`src/rtl/serial_adder.sv`:
```
// Bit-serial adder: operands are loaded in parallel, summed LSB first through one
// full-adder slice over N cycles, and the result is held under a valid/ready handshake.
module serial_adder #(
  parameter int N = 8
) (
  input  logic         clk,
  input  logic         rst_n,
  input  logic         in_valid,
  output logic         in_ready,
  input  logic [N-1:0] a,
  input  logic [N-1:0] b,
  input  logic         cin,
  output logic         out_valid,
  input  logic         out_ready,
  output logic [N-1:0] sum,
  output logic         cout,
  output logic         busy
);

  typedef enum logic [1:0] {
    IDLE = 2'd0,
    RUN  = 2'd1,
    DONE = 2'd2
  } state_t;

  localparam int             CW   = (N > 1) ? $clog2(N) : 1;
  localparam logic [CW-1:0]  LAST = CW'(N - 1);

  state_t         state;
  state_t         state_next;
  logic [N-1:0]   a_sh;
  logic [N-1:0]   b_sh;
  logic [N-1:0]   sum_sh;
  logic [N-1:0]   sum_shifted;
  logic           carry;
  logic [CW-1:0]  cnt;
  logic           accept;
  logic           last_bit;
  logic           bit_s;
  logic           bit_c;

  // Single full-adder slice working on the current LSBs and the carry flop.
  assign bit_s       = a_sh[0] ^ b_sh[0] ^ carry;
  assign bit_c       = (a_sh[0] & b_sh[0]) | (a_sh[0] & carry) | (b_sh[0] & carry);
  assign sum_shifted = N'({bit_s, sum_sh} >> 1);
  assign last_bit    = (cnt == LAST);
  assign accept      = in_valid && in_ready;

  // NOTE: sequential state uses non-blocking assignments so every flop samples
  // pre-edge values regardless of statement order.
  always_ff @(posedge clk or negedge rst_n) begin
    if (!rst_n) begin
      state <= IDLE;
    end else begin
      state <= state_next;
    end
  end

  // NOTE: each combinational output gets a default first, so no path leaves it
  // unassigned and no latch is inferred.
  always_comb begin
    state_next = state;
    unique case (state)
      IDLE: if (in_valid)  state_next = RUN;
      RUN:  if (last_bit)  state_next = DONE;
      DONE: if (out_ready) state_next = IDLE;
      default:             state_next = IDLE;
    endcase
  end

  always_comb begin
    in_ready  = 1'b0;
    busy      = 1'b0;
    out_valid = 1'b0;
    unique case (state)
      IDLE:    in_ready  = 1'b1;
      RUN:     busy      = 1'b1;
      DONE:    out_valid = 1'b1;
      default: in_ready  = 1'b0;
    endcase
  end

  // Datapath. sum/cout are separate output registers, loaded only on the final
  // RUN cycle, so the previous result stays visible until a new one replaces it.
  always_ff @(posedge clk or negedge rst_n) begin
    if (!rst_n) begin
      a_sh   <= '0;
      b_sh   <= '0;
      sum_sh <= '0;
      carry  <= 1'b0;
      cnt    <= '0;
      sum    <= '0;
      cout   <= 1'b0;
    end else if (accept) begin
      a_sh  <= a;
      b_sh  <= b;
      carry <= cin;
      cnt   <= '0;
    end else if (state == RUN) begin
      a_sh   <= a_sh >> 1;
      b_sh   <= b_sh >> 1;
      sum_sh <= sum_shifted;
      carry  <= bit_c;
      cnt    <= cnt + 1'b1;
      if (last_bit) begin
        sum  <= sum_shifted;
        cout <= bit_c;
      end
    end
  end

endmodule

```
`config.mk`:
```
export PLATFORM = sky130hd
export DESIGN_NAME = serial_adder
export DESIGN_NICKNAME = d
export VERILOG_FILES = /design/src/rtl/serial_adder.sv
export SDC_FILE = /design/constraint.sdc
export NUM_CORES = 1
export LEC_CHECK = 0
export ABC_CLOCK_PERIOD_IN_PS = 1500
export BUFFER_PORTS_ARGS = -buffer_cell sky130_fd_sc_hd__buf_4
export CORE_UTILIZATION = 25
export DETAILED_ROUTE_END_ITERATION = 8
export GPL_TIMING_DRIVEN = 0
export PLACE_DENSITY = 0.43
export SLEW_MARGIN = 5
export SYNTH_ARGS = -nofsm -noshare
export SYNTH_HDL_FRONTEND = slang
export SYNTH_SLANG_ARGS = --single-unit
export TNS_END_PERCENT = 100
```
`constraint.sdc`:
```
create_clock -name clk -period 1.5 [get_ports clk]
set_clock_uncertainty 0.15 [all_clocks]
set_input_delay 0.15 -clock clk [delete_from_list [all_inputs] [get_ports clk]]
set_output_delay 0.15 -clock clk [all_outputs]
set_load 0.02 [all_outputs]
```
==> metrics list <==
- TritonCTS built the clock tree.
* YS warnings: 0
- For this run, the top clock speed supported by timing is 659 MHz.
- The worst-case IR drop observed on VDD is 0.704 mV.
- Flops & latches, synth: 38
- Top routing layer used: met4
- Vias in the first global route: 1414
* Routed wire length: 4410 µm
* Clock buffer count from CTS: 5
* Mean instance size in the synthesized netlist: 11.4 µm²
- Detailed route wirelength on metal2: 2100 µm
- The number of different library cells used by synthesis comes to 26.
- STA puts the critical path data arrival time at 1.22 ns.
- Registers take 951 µm².
- Pin count of the biggest net entering global routing: 39
- The mapped netlist covers 1720 µm².
* Wire length of the first global-routing pass: 7130 µm
- Setup ws final: -0.0184 ns
- In this run the number of H-tree levels came out at 2.
- After detailed routing, the average wire length per cell comes to 15.3 µm.
* Worst Path Max Fanout: 6
- Number of input and output port buffers inserted: 32
- The clock drives 38 sinks.
- For this run the aggregate overflow at the end of global routing stands at 0.
* CP startpoint kind: register
- The floorplan step set the die height to 84.8 µm.
- Post-route fraction of the period consumed by the critical path: 101%
- After synthesis, the cell types taking the most area are sky130_fd_sc_hd__dfrtp_1 55%, sky130_fd_sc_hd__mux2_4 7.9%, sky130_fd_sc_hd__o22ai_1 6.6%, sky130_fd_sc_hd__nand2_1 5.3%, sky130_fd_sc_hd__o32ai_1 3.6%.
- Run status: complete, but fails checks
* Setup repair after global routing missed its margin: yes
- Final TNS setup: -0.0184 ns
* Leak: 1.13 nW
- The area growth from synthesis to layout is 41.5%.
* Buffer levels on the longest clock path: 2
* CTS Root Buffer Type: sky130_fd_sc_hd__clkbuf_8
- Clock latency at the later pin of the worst-skew pair: 0.29 ns
- In the final design database the tool counted 235 nets.
- CP endpoint kind: output pin
* Multi-input combinational cell area: 736 µm²
- The congestion estimate from routability-driven global placement came to 0.798.
* Post-placement setup slack: -0.0385 ns
- The first detailed-routing pass ran for 9 iterations.
- In this run, the number of DRC markers left after iteration 0 of detailed routing was 42.
* Overall Global Routing Usage: 12.9%
- The die is 84.8 µm wide.
* Cell type with the highest aggregate area in the netlist: sky130_fd_sc_hd__dfrtp_1
* Die area: 7200 µm²
- The worst setup path is of the reg -> out kind.
- Antenna diodes: 0
- The initial antenna violation count was 0.
- Vias per cell: 4.77
- Number of max-cap violations: 0
- The checks that failed: design-rule violations, negative setup slack.
- Final number of setup-violating endpoints: 1
* Required time at the endpoint of the critical path: 1.20 ns
* Seq/Total Area, Yosys: 55.4%
* Power per cell area: 2060 nW/µm²
- In this run the count of I/O pins placed on the die edge is 33.
* Met1 Wirelength: 2050 µm
- The core region is 6490 µm².
- In this run the register-to-register setup slack is 0 ns.
- The max-slew violation count was 0.
- Routed Antenna Nets: 0
- Counting the fill cells in the layout gives 642.
- Area share of the leading cell type in the synthesized netlist: 55.4%
* Clock slew at reported path FFs: 0.07 ns
- Via Count: 1373
- Cells with a size suffix above 1 make up 39.8% of the layout.
- In the synthesized netlist, the number of instances is 150.
* Final period demand of the worst path: 1.52 ns
* Residual DRC: 2
- Transition time at the pin with the least slew margin: 0.504 ns
- Placed wire-length estimate: 2910 µm
- Wire length on met3: 233 µm
* Normalized max-slew margin: 66.4%
* Mapped Nets: 174
- Final Hold Viols: 0
- The initialized floorplan defines 29 standard-cell rows.
- Worst min-delay path category: in -> reg
- Starting Density: 26.4%
-- cells in the final DEF, fill, tap and decap left out --
cell,count
sky130_fd_sc_hd__dlygate4sd3_1,8
sky130_fd_sc_hd__nor2_1,11
sky130_fd_sc_hd__o22ai_1,16
sky130_fd_sc_hd__inv_4,1
sky130_fd_sc_hd__nand2b_1,3
sky130_fd_sc_hd__buf_12,1
sky130_fd_sc_hd__o22ai_2,2
sky130_fd_sc_hd__clkbuf_16,1
sky130_fd_sc_hd__nand2b_4,1
sky130_fd_sc_hd__o31ai_1,1
sky130_fd_sc_hd__buf_2,2
sky130_fd_sc_hd__mux2_4,9
sky130_fd_sc_hd__nand2_8,2
sky130_fd_sc_hd__a2bb2oi_1,1
sky130_fd_sc_hd__buf_6,8
sky130_fd_sc_hd__inv_1,1
sky130_fd_sc_hd__nor2_4,1
sky130_fd_sc_hd__fa_1,1
sky130_fd_sc_hd__o32ai_1,7
sky130_fd_sc_hd__clkbuf_8,5
sky130_fd_sc_hd__or2_2,1
sky130_fd_sc_hd__a22o_1,2
sky130_fd_sc_hd__ha_2,1
sky130_fd_sc_hd__o221a_2,2
sky130_fd_sc_hd__dfrtp_1,38
sky130_fd_sc_hd__buf_4,43
sky130_fd_sc_hd__nand3b_1,2
sky130_fd_sc_hd__nor2b_1,1
sky130_fd_sc_hd__ha_4,1
sky130_fd_sc_hd__o21ai_0,4
sky130_fd_sc_hd__nand2_1,24
sky130_fd_sc_hd__a21oi_1,7
sky130_fd_sc_hd__clkinv_2,2
sky130_fd_sc_hd__clkinvlp_4,1
-- flip-flops by register name, summed over array words and instances (netlist names) --
register and cells:
cout 1, carry 1, cnt 3, state 2, sum_sh 7, b_sh 8, a_sh 8, sum 8
-- Yosys cell counts --
cell                        number
sky130_fd_sc_hd__nor2b_1         1
sky130_fd_sc_hd__mux2_4          9
sky130_fd_sc_hd__buf_2           5
sky130_fd_sc_hd__nand2_8         1
sky130_fd_sc_hd__nand2_1        24
sky130_fd_sc_hd__o32ai_1         7
sky130_fd_sc_hd__a2bb2oi_1       1
sky130_fd_sc_hd__o22ai_1        18
sky130_fd_sc_hd__o31ai_1         1
sky130_fd_sc_hd__buf_6           3
sky130_fd_sc_hd__clkbuf_1        1
sky130_fd_sc_hd__o221a_2         2
sky130_fd_sc_hd__fa_1            1
sky130_fd_sc_hd__inv_4           1
sky130_fd_sc_hd__dfrtp_1        38
sky130_fd_sc_hd__or2_2           1
sky130_fd_sc_hd__nand2b_1        3
sky130_fd_sc_hd__inv_1           2
sky130_fd_sc_hd__o21ai_0         4
sky130_fd_sc_hd__a21oi_1         7
sky130_fd_sc_hd__nand2b_4        1
sky130_fd_sc_hd__a22o_1          2
sky130_fd_sc_hd__ha_1            2
sky130_fd_sc_hd__nor2_1         12
sky130_fd_sc_hd__nand3b_1        2
sky130_fd_sc_hd__buf_4           1
-- through the flow --
step | util [%] | cells | area, µm² | power [mW] | hold slack [ns]
finish | 37.4 | 288 | 2430 | 5.00 | 0.00875
global route | 37.4 | 288 | 2430 | 5.39 | 0.0265
CTS | 36.1 | 282 | 2350 | 4.89 | 0.00783
detailed placement | 31.6 | 259 | 2050 | 3.88 | 0.00864
global placement | 31.6 | 259 | 2050 | 3.80 | 0.000391
floorplan | - | 150 | 1720 | 3.21 | -0.296
-- worst max-delay path: stages (launching register included) --
cell and delay, ns:
sky130_fd_sc_hd__dfrtp_1 0.37, sky130_fd_sc_hd__buf_6 0.13, sky130_fd_sc_hd__nand2b_4 0.15, sky130_fd_sc_hd__inv_4 0.07, sky130_fd_sc_hd__buf_6 0.10, sky130_fd_sc_hd__buf_6 0.10
-- logic make-up (layout without fill, tap and decap cells) --
group,Yosys count,after routing,synth area share [%]
AOI/OAI and AO/OA,42,42,16.6
adders and majority gates,3,3,2.63
buffers and inverters,13,73,4.89
DFF,38,38,55.4
muxes,9,9,7.88
and+or+nand+nor,45,46,12.5
-- routing by layer --
| layer | global-route usage, % | vias to the layer above |
|---|---|---|
| li1 | - | 668 |
| met1 | 17.2 | 656 |
| met2 | 20.5 | 45 |
| met3 | 3.21 | 4 |
| met4 | 4.47 | 0 |
| met5 | 0 | - |
-- path summary, 6_finish.rpt --
path,startpoint,to,depth (start not counted)
setup / recovery,state[1],busy,5
hold / removal,a[0],a_sh[0],3
setup reg to reg,cnt[1],sum[1],4
hold reg to reg,cnt[0],cnt[0],1
max in group asynchronous,rst_n,a_sh[5],2
min in group asynchronous,rst_n,sum[0],2
-- report_power, final --
group	switching [mW]	total, mW	internal [mW]
sequential	0.342	1.84	1.50
clock	0.349	0.661	0.312
combinational	1.19	2.49	1.30
total	1.88	5.00	3.11
-- timing repair --
item / in CTS / in global routing
setup buffers: 7 / 6
gates resized for setup: 13 / 11
endpoints found under the hold margin: 45 / 0
gates cloned: 1 / 1
pin swaps: 2 / 2
endpoints found under the setup margin: 11 / 20
hold buffers: 8 / 0
-- layout make-up --
class	count	area share, %
Sequential cell	38	39.2
Clock buffer	5	2.84
Buffer	9	4.33
Timing Repair Buffer	54	18.2
Clock inverter	2	0.412
Multi-Input combinational cell	100	30.3
Inverter	3	0.722
Tap cell	77	3.97
Power figures use the tool's default switching activity.
